**src/rtl/dmem_pkg.sv**
```systemverilog
// Shared definitions for the data-memory bridge: MemOp encodings, FSM states
// and request-legality helpers. The alignment helper is only consulted when
// the design is built with DMEM_ALIGN_CHECK_EN defined.
package dmem_pkg;

    localparam logic [2:0] MEMOP_B  = 3'b000;
    localparam logic [2:0] MEMOP_H  = 3'b001;
    localparam logic [2:0] MEMOP_W  = 3'b010;
    localparam logic [2:0] MEMOP_BU = 3'b100;
    localparam logic [2:0] MEMOP_HU = 3'b101;

    typedef enum logic [1:0] {
        IDLE  = 2'd0,
        ISSUE = 2'd1,
        WAIT  = 2'd2,
        RESP  = 2'd3
    } state_t;

    // Stores only know signed widths; loads additionally allow the unsigned forms.
    function automatic logic memop_illegal(input logic [2:0] memop, input logic we);
        logic bad;
        if (we)
            bad = !(memop inside {MEMOP_B, MEMOP_H, MEMOP_W});
        else
            bad = !(memop inside {MEMOP_B, MEMOP_H, MEMOP_W, MEMOP_BU, MEMOP_HU});
        return bad;
    endfunction

    // Halfwords must sit on even bytes, words on multiples of four.
    function automatic logic misaligned(input logic [2:0] memop, input logic [1:0] off);
        logic bad;
        bad = 1'b0;
        if (memop == MEMOP_H || memop == MEMOP_HU)
            bad = off[0];
        else if (memop == MEMOP_W)
            bad = (off != 2'b00);
        return bad;
    endfunction

endpackage

```
**src/rtl/dmem_lane_align.sv**
```systemverilog
// Byte-lane steering for the bridge. Purely combinational, two independent
// paths: the store path builds byte enables and lane-replicated write data,
// the load path picks the addressed byte/halfword and extends it.
// Misaligned low address bits are masked (halfword uses off[1], word ignores off).
module dmem_lane_align
    import dmem_pkg::*;
(
    input  logic [2:0]  st_memop,
    input  logic [1:0]  st_off,
    input  logic [31:0] st_wdata,
    input  logic [2:0]  ld_memop,
    input  logic [1:0]  ld_off,
    input  logic [31:0] ld_rdata,
    output logic [3:0]  st_be,
    output logic [31:0] st_wdata_rep,
    output logic [31:0] ld_data
);

    logic [7:0]  ld_byte;
    logic [15:0] ld_half;

    assign ld_byte = ld_rdata[{ld_off, 3'b000} +: 8];
    assign ld_half = ld_off[1] ? ld_rdata[31:16] : ld_rdata[15:0];

    // Store path: enables follow the address, data is replicated to every lane.
    always_comb begin
        st_be        = 4'b0000;
        st_wdata_rep = 32'h0;
        case (st_memop)
            MEMOP_B: begin
                st_be        = 4'b0001 << st_off;
                st_wdata_rep = {4{st_wdata[7:0]}};
            end
            MEMOP_H: begin
                st_be        = st_off[1] ? 4'b1100 : 4'b0011;
                st_wdata_rep = {2{st_wdata[15:0]}};
            end
            MEMOP_W: begin
                st_be        = 4'b1111;
                st_wdata_rep = st_wdata;
            end
            default: ;
        endcase
    end

    // Load path: sign-extend lb/lh, zero-extend lbu/lhu, pass lw through.
    always_comb begin
        ld_data = 32'h0;
        case (ld_memop)
            MEMOP_B:  ld_data = {{24{ld_byte[7]}}, ld_byte};
            MEMOP_H:  ld_data = {{16{ld_half[15]}}, ld_half};
            MEMOP_W:  ld_data = ld_rdata;
            MEMOP_BU: ld_data = {24'h0, ld_byte};
            MEMOP_HU: ld_data = {16'h0, ld_half};
            default:  ;
        endcase
    end

endmodule

```
**src/rtl/dmem_bridge.sv**
```systemverilog
// Bridge from the core's zero-latency data port to a word-wide synchronous
// SRAM with byte enables and MEM_LATENCY cycles of read latency.
// Every output is a flop; the next-state block computes the value each output
// takes in the following cycle, so ISSUE-cycle SRAM controls are derived from
// the request inputs at the accept edge.
// Optional build macro: DMEM_ALIGN_CHECK_EN rejects misaligned halfword/word
// accesses instead of masking the low address bits.
module dmem_bridge
    import dmem_pkg::*;
#(
    parameter int ADDR_W      = 14,
    parameter int MEM_LATENCY = 1
) (
    input  logic              clock,
    input  logic              reset,
    input  logic              req_valid,
    output logic              req_ready,
    input  logic [31:0]       req_addr,
    input  logic [31:0]       req_wdata,
    input  logic [2:0]        req_memop,
    input  logic              req_we,
    output logic              resp_valid,
    output logic [31:0]       resp_rdata,
    output logic              resp_err,
    output logic              mem_en,
    output logic [3:0]        mem_be,
    output logic [ADDR_W-1:0] mem_addr,
    output logic [31:0]       mem_wdata,
    input  logic [31:0]       mem_rdata
);

    state_t            state, state_n;
    logic [1:0]        cnt, cnt_n;
    logic [1:0]        off_q, off_n;
    logic [2:0]        memop_q, memop_n;
    logic              we_q, we_n;

    logic              req_ready_n, resp_valid_n, resp_err_n, mem_en_n;
    logic [31:0]       resp_rdata_n, mem_wdata_n;
    logic [3:0]        mem_be_n;
    logic [ADDR_W-1:0] mem_addr_n;

    logic              req_bad;
    logic [3:0]        st_be;
    logic [31:0]       st_wdata;
    logic [31:0]       ld_data;

    // Byte address bits above the SRAM word address are don't-care.
    logic unused_addr_hi;
    assign unused_addr_hi = ^req_addr[31:ADDR_W+2];

`ifdef DMEM_ALIGN_CHECK_EN
    assign req_bad = memop_illegal(req_memop, req_we) | misaligned(req_memop, req_addr[1:0]);
`else
    assign req_bad = memop_illegal(req_memop, req_we);
`endif

    dmem_lane_align u_lane (
        .st_memop     (req_memop),
        .st_off       (req_addr[1:0]),
        .st_wdata     (req_wdata),
        .ld_memop     (memop_q),
        .ld_off       (off_q),
        .ld_rdata     (mem_rdata),
        .st_be        (st_be),
        .st_wdata_rep (st_wdata),
        .ld_data      (ld_data)
    );

    // State, latched request fields and all registered outputs.
    always_ff @(posedge clock) begin
        if (reset) begin
            state      <= IDLE;
            cnt        <= '0;
            off_q      <= '0;
            memop_q    <= '0;
            we_q       <= 1'b0;
            req_ready  <= 1'b0;
            resp_valid <= 1'b0;
            resp_err   <= 1'b0;
            resp_rdata <= '0;
            mem_en     <= 1'b0;
            mem_be     <= '0;
            mem_addr   <= '0;
            mem_wdata  <= '0;
        end else begin
            state      <= state_n;
            cnt        <= cnt_n;
            off_q      <= off_n;
            memop_q    <= memop_n;
            we_q       <= we_n;
            req_ready  <= req_ready_n;
            resp_valid <= resp_valid_n;
            resp_err   <= resp_err_n;
            resp_rdata <= resp_rdata_n;
            mem_en     <= mem_en_n;
            mem_be     <= mem_be_n;
            mem_addr   <= mem_addr_n;
            mem_wdata  <= mem_wdata_n;
        end
    end

    // Next state plus the value every output holds in the next cycle.
    always_comb begin
        state_n      = state;
        cnt_n        = cnt;
        off_n        = off_q;
        memop_n      = memop_q;
        we_n         = we_q;
        resp_valid_n = 1'b0;
        resp_err_n   = 1'b0;
        resp_rdata_n = '0;
        mem_en_n     = 1'b0;
        mem_be_n     = '0;
        mem_wdata_n  = '0;
        mem_addr_n   = mem_addr;
        case (state)
            IDLE: begin
                // req_ready is also low for the first cycle out of reset.
                if (req_valid && req_ready) begin
                    off_n   = req_addr[1:0];
                    memop_n = req_memop;
                    we_n    = req_we;
                    if (req_bad) begin
                        state_n      = RESP;
                        resp_valid_n = 1'b1;
                        resp_err_n   = 1'b1;
                    end else begin
                        state_n    = ISSUE;
                        mem_en_n   = 1'b1;
                        mem_addr_n = req_addr[ADDR_W+1:2];
                        if (req_we) begin
                            mem_be_n    = st_be;
                            mem_wdata_n = st_wdata;
                        end
                    end
                end
            end
            ISSUE: begin
                if (we_q) begin
                    state_n      = RESP;
                    resp_valid_n = 1'b1;
                end else begin
                    state_n = WAIT;
                    cnt_n   = 2'(MEM_LATENCY - 1);
                end
            end
            WAIT: begin
                if (cnt == 2'd0) begin
                    state_n      = RESP;
                    resp_valid_n = 1'b1;
                    resp_rdata_n = ld_data;
                end else begin
                    cnt_n = cnt - 2'd1;
                end
            end
            RESP: state_n = IDLE;
            default: state_n = IDLE;
        endcase
        req_ready_n = (state_n == IDLE);
    end

endmodule

```
**config.mk**
```make
export PLATFORM = sky130hd
export DESIGN_NAME = dmem_bridge
export DESIGN_NICKNAME = d
export VERILOG_FILES = /design/src/rtl/dmem_pkg.sv /design/src/rtl/dmem_lane_align.sv /design/src/rtl/dmem_bridge.sv
export SDC_FILE = /design/constraint.sdc
export NUM_CORES = 1
export LEC_CHECK = 0
export ABC_AREA = 1
export BUFFER_PORTS_ARGS = -buffer_cell sky130_fd_sc_hd__buf_2
export CAP_MARGIN = 15
export CORE_MARGIN = 5
export CORE_UTILIZATION = 40
export DETAILED_ROUTE_END_ITERATION = 8
export PLACE_DENSITY = 0.78
export SYNTH_ARGS = -nofsm -noshare
export SYNTH_HDL_FRONTEND = slang
export SYNTH_SLANG_ARGS = --single-unit
```
**constraint.sdc**
```tcl
create_clock -name clock -period 2.6 [get_ports clock]
set_clock_uncertainty 0.1 [all_clocks]
set_input_delay 0 -clock clock [delete_from_list [all_inputs] [get_ports clock]]
set_output_delay 0 -clock clock [all_outputs]
set_load 0.02 [all_outputs]
```
Word level (Yosys, flattened, before mapping)
Cells that the tools add are included.
- word-level logic and storage cells: 73
- output and inout bits: 86
- flip-flop bits (word level): 96
- bits of input ports: 103
- reduce and logical (&&, ||, !) cells: 18
- eq/ne operators: 13
- add/sub/neg operators: 1
- shift operators: 2
- mux-type cells: 20
- bitwise operators: 6
- operators with widths (kind ; number):
    one-hot mux 32 bit (5 select lines) ; 1
    one-hot mux 32 bit (3 select lines) ; 1
    indexed part select 32 x 6 -> 8 bit ; 1
    two-way mux 16 bit ; 1
    == test 3 bit (second input constant) ; 4
    one-hot mux 4 bit (3 select lines) ; 1
    two-way mux 2 bit ; 5
    one-hot mux 2 bit (4 select lines) ; 1
    two-way mux 1 bit ; 7
    == test 3 x 1 -> 1 bit (second input constant) ; 2
    == test 3 x 2 -> 1 bit (second input constant) ; 2
    zero test 2 bit ; 3
    zero test 3 bit ; 2
    NOT 1 bit ; 6
    AND reduction 3 bit ; 2
    OR reduction 3 bit ; 2
    nonzero test 5 bit ; 1
    OR reduction 5 bit ; 1
    == test 2 bit (second input constant) ; 2
    two-way mux 4 bit ; 1
    != test 2 bit (second input constant) ; 2
    one-hot mux 2 bit (2 select lines) ; 1
    << shifter 1 x 2 -> 4 bit (first input constant) ; 1
    one-hot mux 1 bit (3 select lines) ; 1
    other kinds (8) ; 9

Depth between registers and ports, before layout
- depth after elaboration: 8
- gate-level depth with buffers: 9
- gate-level depth less buffers: 8

Hierarchy
A second synthesis with hierarchy kept.
- cells, all modules: 706
- area total of the unflattened synthesis: 4717.0 um^2
- modules (own cells, without submodules) (module ; times used ; cells an instance ; seq. area each (um^2) ; area an instance (um^2)):
    dmem_bridge ; 1 ; 394 ; 1921.8 ; 3320.7
    dmem_lane_align ; 1 ; 312 ; 0.0 ; 1396.3

Worst setup path after synthesis
Ideal clock, no wire load.
- path type: register -> register
- start: register state[0]
- end: register mem_addr[10]
- cell stages (with the launch flop): 10
- slack: 1.086 ns
- clock period less this slack: 1.514 ns
- arrival time: 1.301 ns
- data required time: 2.387 ns
- path through: dfxtp_1 > inv_1 > ha_1 > inv_1 > nor2_1 > nand3_1 > buf_4 > buf_6 > nor2_1 > nor2_1
- cells in the longest elaborated chain, start to end: 2
- ends and longest elaborated chain (what ; line ; RTL):
    from (decl) ; dmem_bridge.sv:32 ; state_t state, state_n;
    from (signal assigned) ; dmem_bridge.sv:87 ; state <= state_n;
    zero test 2 bit ; dmem_bridge.sv:117 ; case (state)
    AND reduction 3 bit (no source line) ; n/a ;
    to (signal assigned) ; dmem_bridge.sv:98 ; mem_addr <= mem_addr_n;
    to (decl) ; dmem_bridge.sv:27 ; output logic [ADDR_W-1:0] mem_addr,
Every way passes these cells.
A chain may end at the register's enable or synchronous reset.

Final worst setup path
- start: input port req_memop[1]
- end: register mem_be[3]
- cells in the longest elaborated chain, start to end: 5
- ends and longest elaborated chain (what ; line ; RTL):
    from (decl) ; dmem_bridge.sv:20 ; input logic [2:0] req_memop,
    == test 3 x 1 -> 1 bit, or another cell as far along ; dmem_pkg.sv:23, dmem_pkg.sv:25, dmem_lane_align.sv:29 ;
    nonzero test 5 bit / nonzero test 3 bit (equally long branches) ; dmem_pkg.sv:25, dmem_pkg.sv:23 ;
    zero test 1 bit, on equally long branches ; dmem_pkg.sv:25, dmem_pkg.sv:23 ;
    two-way mux 1 bit ; dmem_pkg.sv:22 ; if (we)
    OR reduction 5 bit (no source line) ; n/a ;
    to (signal assigned) ; dmem_bridge.sv:97 ; mem_be <= mem_be_n;
    to (decl) ; dmem_bridge.sv:26 ; output logic [3:0] mem_be,
Several ways; a longest one is shown, not always the timed one.

==> results.py <==
metrics = {
    "logic_synthesis": {
        "syn_area_sq_mm": 0.00428,
        "syn_avg_cell_area_sq_um": 6.82,
        "synth-seq-area-share_pct": 44.9,
        "yosysWarnings": 0,
        "synth_cell_types": 24,
        "synthesis.nets": 737,
        "yosys_register_bits": 96,
        "syn_inst": 628,
    },
    "global_route": {
        "grt_max_degree": 30,
        "grt.total_usage_pct": 21.4,
        "grt_pass1_wl_microns": 22600,
        "gr-total-overflow": 0,
        "grt_pass1_vias": 4755,
        "antenna_found_initial": 0,
    },
    "status": {
        "status": "finished, final reports clean",
    },
    "die": {
        "die_w_microns": 113,
        "start_util_pct": 41.3,
        "core-area_sq_mm": 0.0104,
        "fp-row-count": 37,
        "io-pin-count": 189,
        "die_y_microns": 113,
        "die-area_sq_mm": 0.0129,
    },
    "worst_hold_path": {
        "min_to": "mem_addr[8]$_SDFFE_PP0P_",
        "worstHoldPathCells": 4,
        "worstHoldStart": "req_addr[10]",
        "hold_path_class": "primary input to flop",
    },
    "clocking": {
        "clk_pin_slew_worst_paths_ns": 0.10,
        "cts.sinks": 96,
        "clkLatencyLatePin_ns": 0.35,
        "postCtsSetupRepairBufs": 0,
        "cts_root_buf": "clkbuf_8",
        "cts_tree": "built",
        "max-clock-path-buffers": 2,
        "numCtsBuffers": 9,
        "h-tree-depth": 3,
    },
    "final_layout": {
        "antenna_cells": 0,
        "final_util_pct": 61.5,
        "drive_gt1_share_pct": 24.9,
        "final_common_cell": "nand2_1",
        "syn2layout_area_growth_pct": 49.0,
        "layout_common_cells": "nand2_1 (191), buf_2 (172), dlygate4sd3_1 (98)",
        "final_cells": 1029,
        "fin_nets": 998,
    },
    "worst_setup_path": {
        "r2r_start": "memop_q[1]$_SDFFE_PP0P_",
        "cp-end-kind": "flop",
        "worst_ep_required_time_ns": 2.81,
        "r2r-end": "resp_rdata[4]$_SDFF_PP0_",
        "reg2reg_slack_ns": 0.38,
        "rr_worst_depth": 7,
        "cp.arrival_ns": 2.59,
        "path_class": "primary input to flop",
        "path_max_fanout": 12,
        "worstSetupStartpointType": "primary input",
    },
    "timing": {
        "final-hold-violation-count": 0,
        "finalCriticalPeriod_ns": 2.38,
        "slew_viol_final": 0,
        "fin_crit_sh_pct": 91.6,
        "tightest_slew_ns": 0.753,
        "holdWs_ns": 0.311,
        "finalSetupViolCount": 0,
        "rsz0062_at_grt": "no",
        "setup_tns_ns": 0,
        "relSlewSlack_pct": 49.7,
        "max_freq_mhz": 420,
    },
    "drt": {
        "drt_iter0_drc": 384,
        "detail_route.wl_per_cell_microns": 13.5,
        "first_pass_iters": 5,
        "drtAntennaViolNets": 0,
        "routed_wirelength_microns": 13900,
        "avgViaCountPerCell": 4.68,
        "drc": 0,
        "vias": 4816,
    },
    "pwr": {
        "leakage_nw": 3.51,
        "p_total_w": 0.00419,
        "peakVddDrop_v": 0.000353,
        "power_density_mw_per_mm2": 657,
    },
    "placement": {
        "routabilityCongestion": 0.834,
        "dp_cells": 916,
        "port_buffers": 172,
        "dp_hpwl_microns": 8600,
    },
    "run": {
        "drv_cap": 0,
    },
}
[cell type report]
cell class                      instances  area, sq um
Clock buffer                            9          124
Multi-Input combinational cell        409         1840
Timing Repair Buffer                  276         1890
Sequential cell                        96         1920
Fill cell                             886         3990
Inverter                               97          368
Tap cell                              136          170
Clock inverter                          6         67.6
[registers in the layout (all words and copies together) (netlist names)]
name / flops
state: 2
resp_rdata: 32
mem_en: 1
mem_addr: 14
mem_be: 4
req_ready: 1
resp_err: 1
memop_q: 3
off_q: 2
we_q: 1
cnt: 2
mem_wdata: 32
resp_valid: 1
[routing by layer]
layer  routed length (microns)  track usage [%]  vias up
li1                          -                -     2421
met1                      5640             26.3     2111
met2                      6520             35.5      254
met3                      1370             6.53       30
met4                       362             7.85        0
met5                         0                0        -
[what timing repair did]
action                                  in CTS  in global routing
resized for setup                            0                  1
hold buffers                                98                  0
endpoints found under the setup margin       0                  1
hold endpoints to repair                    95                  0
[cells in the mapped netlist]
cell type    n  area (sq um)
nand2_1    191           717
dfxtp_1     96          1920
inv_1       91           342
nor2_1      68           255
nand3_1     54           270
a21oi_1     46           230
o21ai_0     18          90.1
buf_2       17          85.1
nor2_2      11          68.8
ha_1         6          75.1
inv_2        6          22.5
nor2_4       5          56.3
buf_4        4          30.0
buf_6        3          33.8
a21oi_2      2          17.5
clkbuf_1     2          7.51
nand2_2      1          6.26
nand2_4      1          11.3
nand3_2      1          10.0
nand3b_1     1          7.51
nand4_1      1          6.26
nor3_1       1          5.00
o21ai_1      1          5.00
or2_2        1          6.26
[worst max path at each step]
stage | start | slack, ns | endpoint | cells after the start
floorplan | state[0]$_SDFF_PP0_ | 1.09 | mem_addr[10]$_SDFFE_PP0P_ | 9
global placement | off_q[1]$_SDFFE_PP0P_ | 0.80 | resp_rdata[25]$_SDFF_PP0_ | 5
detailed placement | off_q[1]$_SDFFE_PP0P_ | 0.75 | resp_rdata[10]$_SDFF_PP0_ | 5
CTS | req_memop[1] | 0.12 | mem_be[3]$_SDFF_PP0_ | 10
global route | req_memop[2] | 0.11 | mem_wdata[28]$_SDFF_PP0_ | 11
finish | req_memop[1] | 0.22 | mem_be[3]$_SDFF_PP0_ | 10
[cell families after synthesis]
logic type	Yosys count	synth area share, %
AO/OA/AOI/OAI	67	8.01
AND/OR/NAND/NOR	336	33.2
flip-flops	96	44.9
buffers and inverters	123	12.2
adder cells (fa/ha/maj)	6	1.75
[power by group]
group | leakage (nW) | switching (W) | total [W] | internal (W)
combinational | 2.64 | 0.000929 | 0.00146 | 0.000532
sequential | 0.777 | 0.000118 | 0.00175 | 0.00163
clock | 0.0921 | 0.000533 | 0.000978 | 0.000445
[stage by stage]
step	setup slack [ns]	area, sq um
final	0.220	6380
after global routing	0.109	6380
after CTS	0.115	6370
after detailed placement	0.746	5200
after global placement	0.796	5200
after floorplan	1.09	4280
[critical path, stage by stage]
cell and delay (ns):
dlygate4sd3_1 0.55, buf_2 0.15, clkinvlp_4 0.20, nand2_1 0.08, nor2_1 0.09, buf_4 0.20
nand3_1 0.08, dlygate4sd3_1 0.56, a21oi_1 0.14, dlygate4sd3_1 0.55
Note: power is estimated with default switching activity, not from simulation.
